<file path="src/rtl/lfsr_spawn_gen_if.sv">
// Request/response bundle between spawn logic (master) and the position generator (slave).
interface lfsr_spawn_gen_if #(
  parameter int unsigned X_W = 11,
  parameter int unsigned Y_W = 10
);
  logic           req;
  logic           busy;
  logic           loc_valid;
  logic           loc_ready;
  logic [X_W-1:0] x_loc;
  logic [Y_W-1:0] y_loc;
  logic           fallback;

  modport master (
    output req, loc_ready,
    input  busy, loc_valid, x_loc, y_loc, fallback
  );

  modport slave (
    input  req, loc_ready,
    output busy, loc_valid, x_loc, y_loc, fallback
  );
endinterface

</file>
<file path="src/rtl/lfsr_spawn_gen.sv">
// Galois-LFSR driven spawn position generator: bounded x/y via rejection sampling with a
// midpoint fallback after MAX_TRIES misses, delivered over a valid/ready handshake.
module lfsr_spawn_gen #(
  parameter int unsigned          LFSR_W    = 16,
  parameter logic [LFSR_W-1:0]    TAPS      = 16'hB400,
  parameter logic [LFSR_W-1:0]    SEED      = 16'hACE1,
  parameter int unsigned          X_W       = 11,
  parameter int unsigned          Y_W       = 10,
  parameter int unsigned          X_MIN     = 16,
  parameter int unsigned          X_MAX     = 1263,
  parameter int unsigned          Y_MIN     = 16,
  parameter int unsigned          Y_MAX     = 511,
  parameter int unsigned          MAX_TRIES = 8
) (
  input  logic              clk,
  input  logic              rst_n,
  input  logic              seed_load_i,
  input  logic [LFSR_W-1:0] seed_in_i,
  lfsr_spawn_gen_if.slave   bus
);

  if ((X_MAX >> X_W) != 0 || (Y_MAX >> Y_W) != 0 || X_MIN > X_MAX || Y_MIN > Y_MAX ||
      LFSR_W < X_W || LFSR_W < Y_W || MAX_TRIES < 1) begin : g_param_check
    $error("lfsr_spawn_gen: illegal coordinate range or width parameters");
  end

  localparam int unsigned    TriesW    = (MAX_TRIES > 1) ? $clog2(MAX_TRIES) : 1;
  localparam logic [TriesW-1:0] TriesLast = TriesW'(MAX_TRIES - 1);
  localparam logic [X_W-1:0] XLo  = X_W'(X_MIN);
  localparam logic [X_W-1:0] XHi  = X_W'(X_MAX);
  localparam logic [X_W-1:0] XMid = X_W'(X_MIN + ((X_MAX - X_MIN) >> 1));
  localparam logic [Y_W-1:0] YLo  = Y_W'(Y_MIN);
  localparam logic [Y_W-1:0] YHi  = Y_W'(Y_MAX);
  localparam logic [Y_W-1:0] YMid = Y_W'(Y_MIN + ((Y_MAX - Y_MIN) >> 1));

  typedef enum logic [1:0] {StIdle, StDrawX, StDrawY, StDone} state_e;

  state_e              state_q, state_d;
  logic [LFSR_W-1:0]   lfsr_q, lfsr_d, lfsr_step;
  logic [TriesW-1:0]   tries_q, tries_d;
  logic [X_W-1:0]      x_q, x_d, cx;
  logic [Y_W-1:0]      y_q, y_d, cy;
  logic                fb_q, fb_d;
  logic                x_ok, y_ok, tries_last;

  // An all-zero state would lock the LFSR, so a zero seed is replaced by SEED.
  always_comb begin
    lfsr_step = lfsr_q[0] ? ((lfsr_q >> 1) ^ TAPS) : (lfsr_q >> 1);
    if (seed_load_i) begin
      lfsr_d = (seed_in_i == '0) ? SEED : seed_in_i;
    end else begin
      lfsr_d = lfsr_step;
    end
  end

  // Candidates are taken from the pre-step LFSR value at the drawing edge.
  assign cx         = lfsr_q[X_W-1:0];
  assign cy         = lfsr_q[Y_W-1:0];
  assign x_ok       = (cx >= XLo) && (cx <= XHi);
  assign y_ok       = (cy >= YLo) && (cy <= YHi);
  assign tries_last = (tries_q == TriesLast);

  always_comb begin
    state_d = state_q;
    tries_d = tries_q;
    x_d     = x_q;
    y_d     = y_q;
    fb_d    = fb_q;
    unique case (state_q)
      StIdle: begin
        if (bus.req && !seed_load_i) begin
          state_d = StDrawX;
          tries_d = '0;
          fb_d    = 1'b0;
        end
      end
      StDrawX: begin
        if (x_ok) begin
          x_d     = cx;
          tries_d = '0;
          state_d = StDrawY;
        end else if (tries_last) begin
          x_d     = XMid;
          fb_d    = 1'b1;
          tries_d = '0;
          state_d = StDrawY;
        end else begin
          tries_d = tries_q + 1'b1;
        end
      end
      StDrawY: begin
        if (y_ok) begin
          y_d     = cy;
          tries_d = '0;
          state_d = StDone;
        end else if (tries_last) begin
          y_d     = YMid;
          fb_d    = 1'b1;
          tries_d = '0;
          state_d = StDone;
        end else begin
          tries_d = tries_q + 1'b1;
        end
      end
      StDone: begin
        if (bus.loc_ready) begin
          state_d = StIdle;
        end
      end
      default: state_d = StIdle;
    endcase
  end

  always_ff @(posedge clk or negedge rst_n) begin
    if (!rst_n) begin
      state_q <= StIdle;
      lfsr_q  <= SEED;
      tries_q <= '0;
      x_q     <= '0;
      y_q     <= '0;
      fb_q    <= 1'b0;
    end else begin
      state_q <= state_d;
      lfsr_q  <= lfsr_d;
      tries_q <= tries_d;
      x_q     <= x_d;
      y_q     <= y_d;
      fb_q    <= fb_d;
    end
  end

  assign bus.busy      = (state_q != StIdle);
  assign bus.loc_valid = (state_q == StDone);
  assign bus.x_loc     = x_q;
  assign bus.y_loc     = y_q;
  assign bus.fallback  = fb_q;

endmodule

</file>
<file path="src/flat_wrapper.sv">
// flat-port wrapper written by rule: the top's interface ports become plain ports
module lfsr_spawn_gen_flat 
#(
  parameter int unsigned          LFSR_W    = 16,
  parameter logic [LFSR_W-1:0]    TAPS      = 16'hB400,
  parameter logic [LFSR_W-1:0]    SEED      = 16'hACE1,
  parameter int unsigned          X_W       = 11,
  parameter int unsigned          Y_W       = 10,
  parameter int unsigned          X_MIN     = 16,
  parameter int unsigned          X_MAX     = 1263,
  parameter int unsigned          Y_MIN     = 16,
  parameter int unsigned          Y_MAX     = 511,
  parameter int unsigned          MAX_TRIES = 8
)
  (clk, rst_n, seed_load_i, seed_in_i, bus_req, bus_loc_ready, bus_busy, bus_loc_valid, bus_x_loc, bus_y_loc, bus_fallback);
  lfsr_spawn_gen_if #(.X_W(X_W), .Y_W(Y_W)) bus_i ();
  input  logic clk;
  input  logic rst_n;
  input  logic seed_load_i;
  input  logic [LFSR_W-1:0] seed_in_i;
  input wire logic [$bits(bus_i.req)-1:0] bus_req;
  input wire logic [$bits(bus_i.loc_ready)-1:0] bus_loc_ready;
  output wire logic [$bits(bus_i.busy)-1:0] bus_busy;
  output wire logic [$bits(bus_i.loc_valid)-1:0] bus_loc_valid;
  output wire logic [$bits(bus_i.x_loc)-1:0] bus_x_loc;
  output wire logic [$bits(bus_i.y_loc)-1:0] bus_y_loc;
  output wire logic [$bits(bus_i.fallback)-1:0] bus_fallback;
  assign bus_i.req = bus_req;
  assign bus_i.loc_ready = bus_loc_ready;
  assign bus_busy = bus_i.busy;
  assign bus_loc_valid = bus_i.loc_valid;
  assign bus_x_loc = bus_i.x_loc;
  assign bus_y_loc = bus_i.y_loc;
  assign bus_fallback = bus_i.fallback;
  lfsr_spawn_gen #(.LFSR_W(LFSR_W), .TAPS(TAPS), .SEED(SEED), .X_W(X_W), .Y_W(Y_W), .X_MIN(X_MIN), .X_MAX(X_MAX), .Y_MIN(Y_MIN), .Y_MAX(Y_MAX), .MAX_TRIES(MAX_TRIES)) u_core (.clk(clk), .rst_n(rst_n), .seed_load_i(seed_load_i), .seed_in_i(seed_in_i), .bus(bus_i));
endmodule
</file>
<file path="config.mk">
export PLATFORM = sky130hd
export DESIGN_NAME = lfsr_spawn_gen_flat
export DESIGN_NICKNAME = d
export VERILOG_FILES = /design/src/rtl/lfsr_spawn_gen_if.sv /design/src/rtl/lfsr_spawn_gen.sv /design/src/flat_wrapper.sv
export SDC_FILE = /design/constraint.sdc
export NUM_CORES = 1
export LEC_CHECK = 0
export CELL_PAD_IN_SITES_DETAIL_PLACEMENT = 0
export CELL_PAD_IN_SITES_GLOBAL_PLACEMENT = 1
export CORE_ASPECT_RATIO = 2
export CORE_MARGIN = 10
export CORE_UTILIZATION = 30
export CTS_CLUSTER_SIZE = 25
export DETAILED_ROUTE_END_ITERATION = 8
export GPL_TIMING_DRIVEN = 0
export MAX_ROUTING_LAYER = met4
export PLACE_DENSITY_LB_ADDON = 0.25
export SKIP_LAST_GASP = 1
export SLEW_MARGIN = 20
export SYNTH_ARGS = -nofsm -noshare
export SYNTH_HDL_FRONTEND = slang
export SYNTH_SLANG_ARGS = --single-unit
</file>
<file path="constraint.sdc">
create_clock -name clk -period 2 [get_ports clk]
set_input_delay 0.4 -clock clk [delete_from_list [all_inputs] [get_ports clk]]
set_output_delay 0.4 -clock clk [all_outputs]
set_load 0.01 [all_outputs]
</file>
==> results.md <==
* Max-cap violation count at 0
* Main area contributors after synthesis: dfrtp_1 45%, dfstp_2 11%, nor2_1 4.8%
* Sequential area share after synthesis at 56.1%
* Final #Nets at 263
* Startpoint types: flop
* Post-synthesis async set-or-reset flop share at 100%
* Die width at 76.8 microns
* Yosys warning count at 0
* Final hold vios at 0
* Pin slew with the least headroom to its limit at 0.503 ns
* Critical-path maximum fanout at 4
* TritonCTS clock tree: done
* Dominant synthesized flop cell: dfrtp_1
* Post-synthesis xor/xnor area fraction at 1.36%
* Mapped Avg Cell Area at 10.9 sq um
* Gp weighted congestion at 0.800
* Biggest cell delay along the critical path at roughly 0.49 ns
* Post-synthesis compound-gate area fraction at about 17%
* Port Buf Inserts at 44
* Synth Instances at around 180
* I/O pins at 45
* Power Dens Cells at 1330 nW/um^2
* Fraction of layout cells with a size suffix above 1 at 16.1%
* Gr ovfl total at 0
* Required @ worst endpoint at 1.60 ns
* Status: complete, no violations
* Number of global-route vias before repair at 1674
* Slowest CP cell: clkdlybuf4s50_1
* Die Ht at 134 microns
* Cell Area, Synth at 1940 sq um
* Mux cell area share after synthesis at under 10%
* Yosys cell types at 36
* Core area at between 6000 and 7000 sq um
* GRT Overall Usage at 10.8%
* Final setup vio count at 0
* Worst skew pair latency at 0.29 ns
* Initial core utilization at just over 30%
* Slew HR at 66.3%
* Cell family with most CP delay: buffers and inverters
* DRT Wirelength at 5260 microns
* # DRC at 0
* RSZ-0062 raised after global routing: false
* FMAX at 0.521 GHz
* Final period utilization at 96.0%
* Final Power at approximately 3.6 mW
* Final Slew Violations at 0
* CTS max path bufs at 2
* Initial DRC count at 40
* Worst setup EP type: primary output
* Die area at 10300 sq um
* Max Clock Skew at 0.00614 ns
* Static Leak at 1.15 nW
* Synth Register Bits at 43
* Clk root buf: clkbuf_16
* Via count at ~1500
* WL/cell at 16.3 microns
* Remaining antenna violation count after routing at 0
* Hold_buf cts at 0
* Detail Placement HPWL at 4140 microns
* Antenna Diode Count at 0
* H-tree depth at 2
* Largest area contributor in the synthesized netlist: dfrtp_1
* TritonCTS Buffers at 5
* Clock transition at path regs at 0.06 ns
* Placed Area at approximately 2500 sq um
* Top cell type's share of synthesized area at 45.2%
* Area Overhead vs Synth at 39.0%
* Vias per inst at 4.69
* CP cell instances: buf_4 -> ha_1 -> clkdlybuf4s50_1
* Worst min path class: primary input to asynchronous set/reset pin
* Num Clock Sinks at 43
* Final Cell Area at 2690 sq um
* CP arrival at 1.52 ns
* Largest net degree at the start of global routing at 28
* Adder-cell share of the synthesized area at 4.52%
* Main combinational cell family by area after synthesis: compound AO/OA/AOI/OAI gates
* Syn_nets at 206
* Number of synthesized flops with an enable pin at 0
* Post-Synth Simple-Gate Area at 12.5%
* Rows at 41
* Most frequent cell after synthesis: dfrtp_1
* Initial antenna violation count at 0
* Synth top cells by count: 35 x dfrtp_1, 25 x nor2_1, 17 x a21oi_1
* Peak VDD IR at 0.712 mV
* First-pass iteration count of the detailed router at 4
* First-pass GRT wire length at 8500 microns
* Setup CP Type: flop to primary output
* Critical path buffers and inverters at 2
* Final min period at a little under 2 ns
## per-layer routing
layer	up-vias	share of wire, %	track usage, %
met5	-	0	-
met4	0	1.9	4.68
met3	7	3.3	3.23
met2	33	55	19.7
met1	735	40	10.1
li1	735	-	-
## placed cells by master (no fill, tap or decap), types with 4 or more instances in the layout
master,n
clkdlybuf4s50_1,41
dfrtp_1,35
nor2_1,25
a21oi_1,17
inv_1,9
nand2_1,8
dfstp_2,8
mux2_2,7
o22a_1,7
ha_1,7
o21ai_0,6
buf_4,6
clkbuf_1,5
nor4_1,5
a22o_1,5
clkbuf_16,5
nand3_1,4
## worst paths after layout
check	start	endpoint	slack, ns	depth (start not counted)
worst max-delay path	u_core.state_q[0]	bus_loc_valid	0.08	3
worst min-delay path	rst_n	u_core.state_q[1]	0.04	1
worst max register to register	u_core.lfsr_q[5]	u_core.state_q[1]	0.09	5
worst min register to register	u_core.tries_q[1]	u_core.tries_q[1]	0.48	1
max in group asynchronous	rst_n	u_core.lfsr_q[7]	1.39	2
min in group clk	u_core.tries_q[1]	u_core.tries_q[1]	0.48	1
## flip-flops by register name, summed over array words and instances, names as in the netlist
register,cells
u_core.lfsr_q,16
u_core.bus.x_loc,11
u_core.bus.y_loc,10
u_core.tries_q,3
u_core.state_q,2
u_core.bus.fallback,1
## what timing repair did
action | in CTS | in global routing
hold endpoints to repair | 0 | 0
gates resized for setup | 1 | 3
endpoints found under the setup margin | 7 | 12
buffers inserted | 1 | 5
## kinds of logic (layout without fill, tap and decap cells)
logic type	count (synthesis)	in the layout
buffers and inverters	18	76
multiplexers	9	9
AND/OR/NAND/NOR	52	52
flip-flops	43	43
XOR/XNOR	3	3
adder cells (fa/ha/maj)	7	7
AO/OA/AOI/OAI	46	46
## final cells by class
cell class / count / area [sq um]
clock buffer: 6 / 129
buffer: 7 / 28.8
clock inverter: 2 / 12.5
sequential: 43 / 1090
timing repair buffer: 51 / 505
multi-input combinational: 117 / 786
tap: 86 / 108
fill: 630 / 3620
inverter: 10 / 37.5
## where the power goes
group	internal [mW]	switching, mW
Sequential	1.15	0.175
Clock	0.461	0.342
Combinational	0.784	0.680
Total	2.39	1.20
## stage by stage
stage	instances	worst slack (ns)	hold WS, ns	setup TNS, ns	utilization [%]
after floorplan	178	0.212	0.104	0	-
after global routing	322	0.000131	0.0688	0	42.7
after CTS	318	0.00505	0.0553	0	42.0
after detailed placement	309	-0.266	0.368	-0.652	39.6
after global placement	308	-0.641	0.471	-24.41	39.4
final	322	0.0799	0.0421	0	42.7
(Power assumes the default switching activity.)
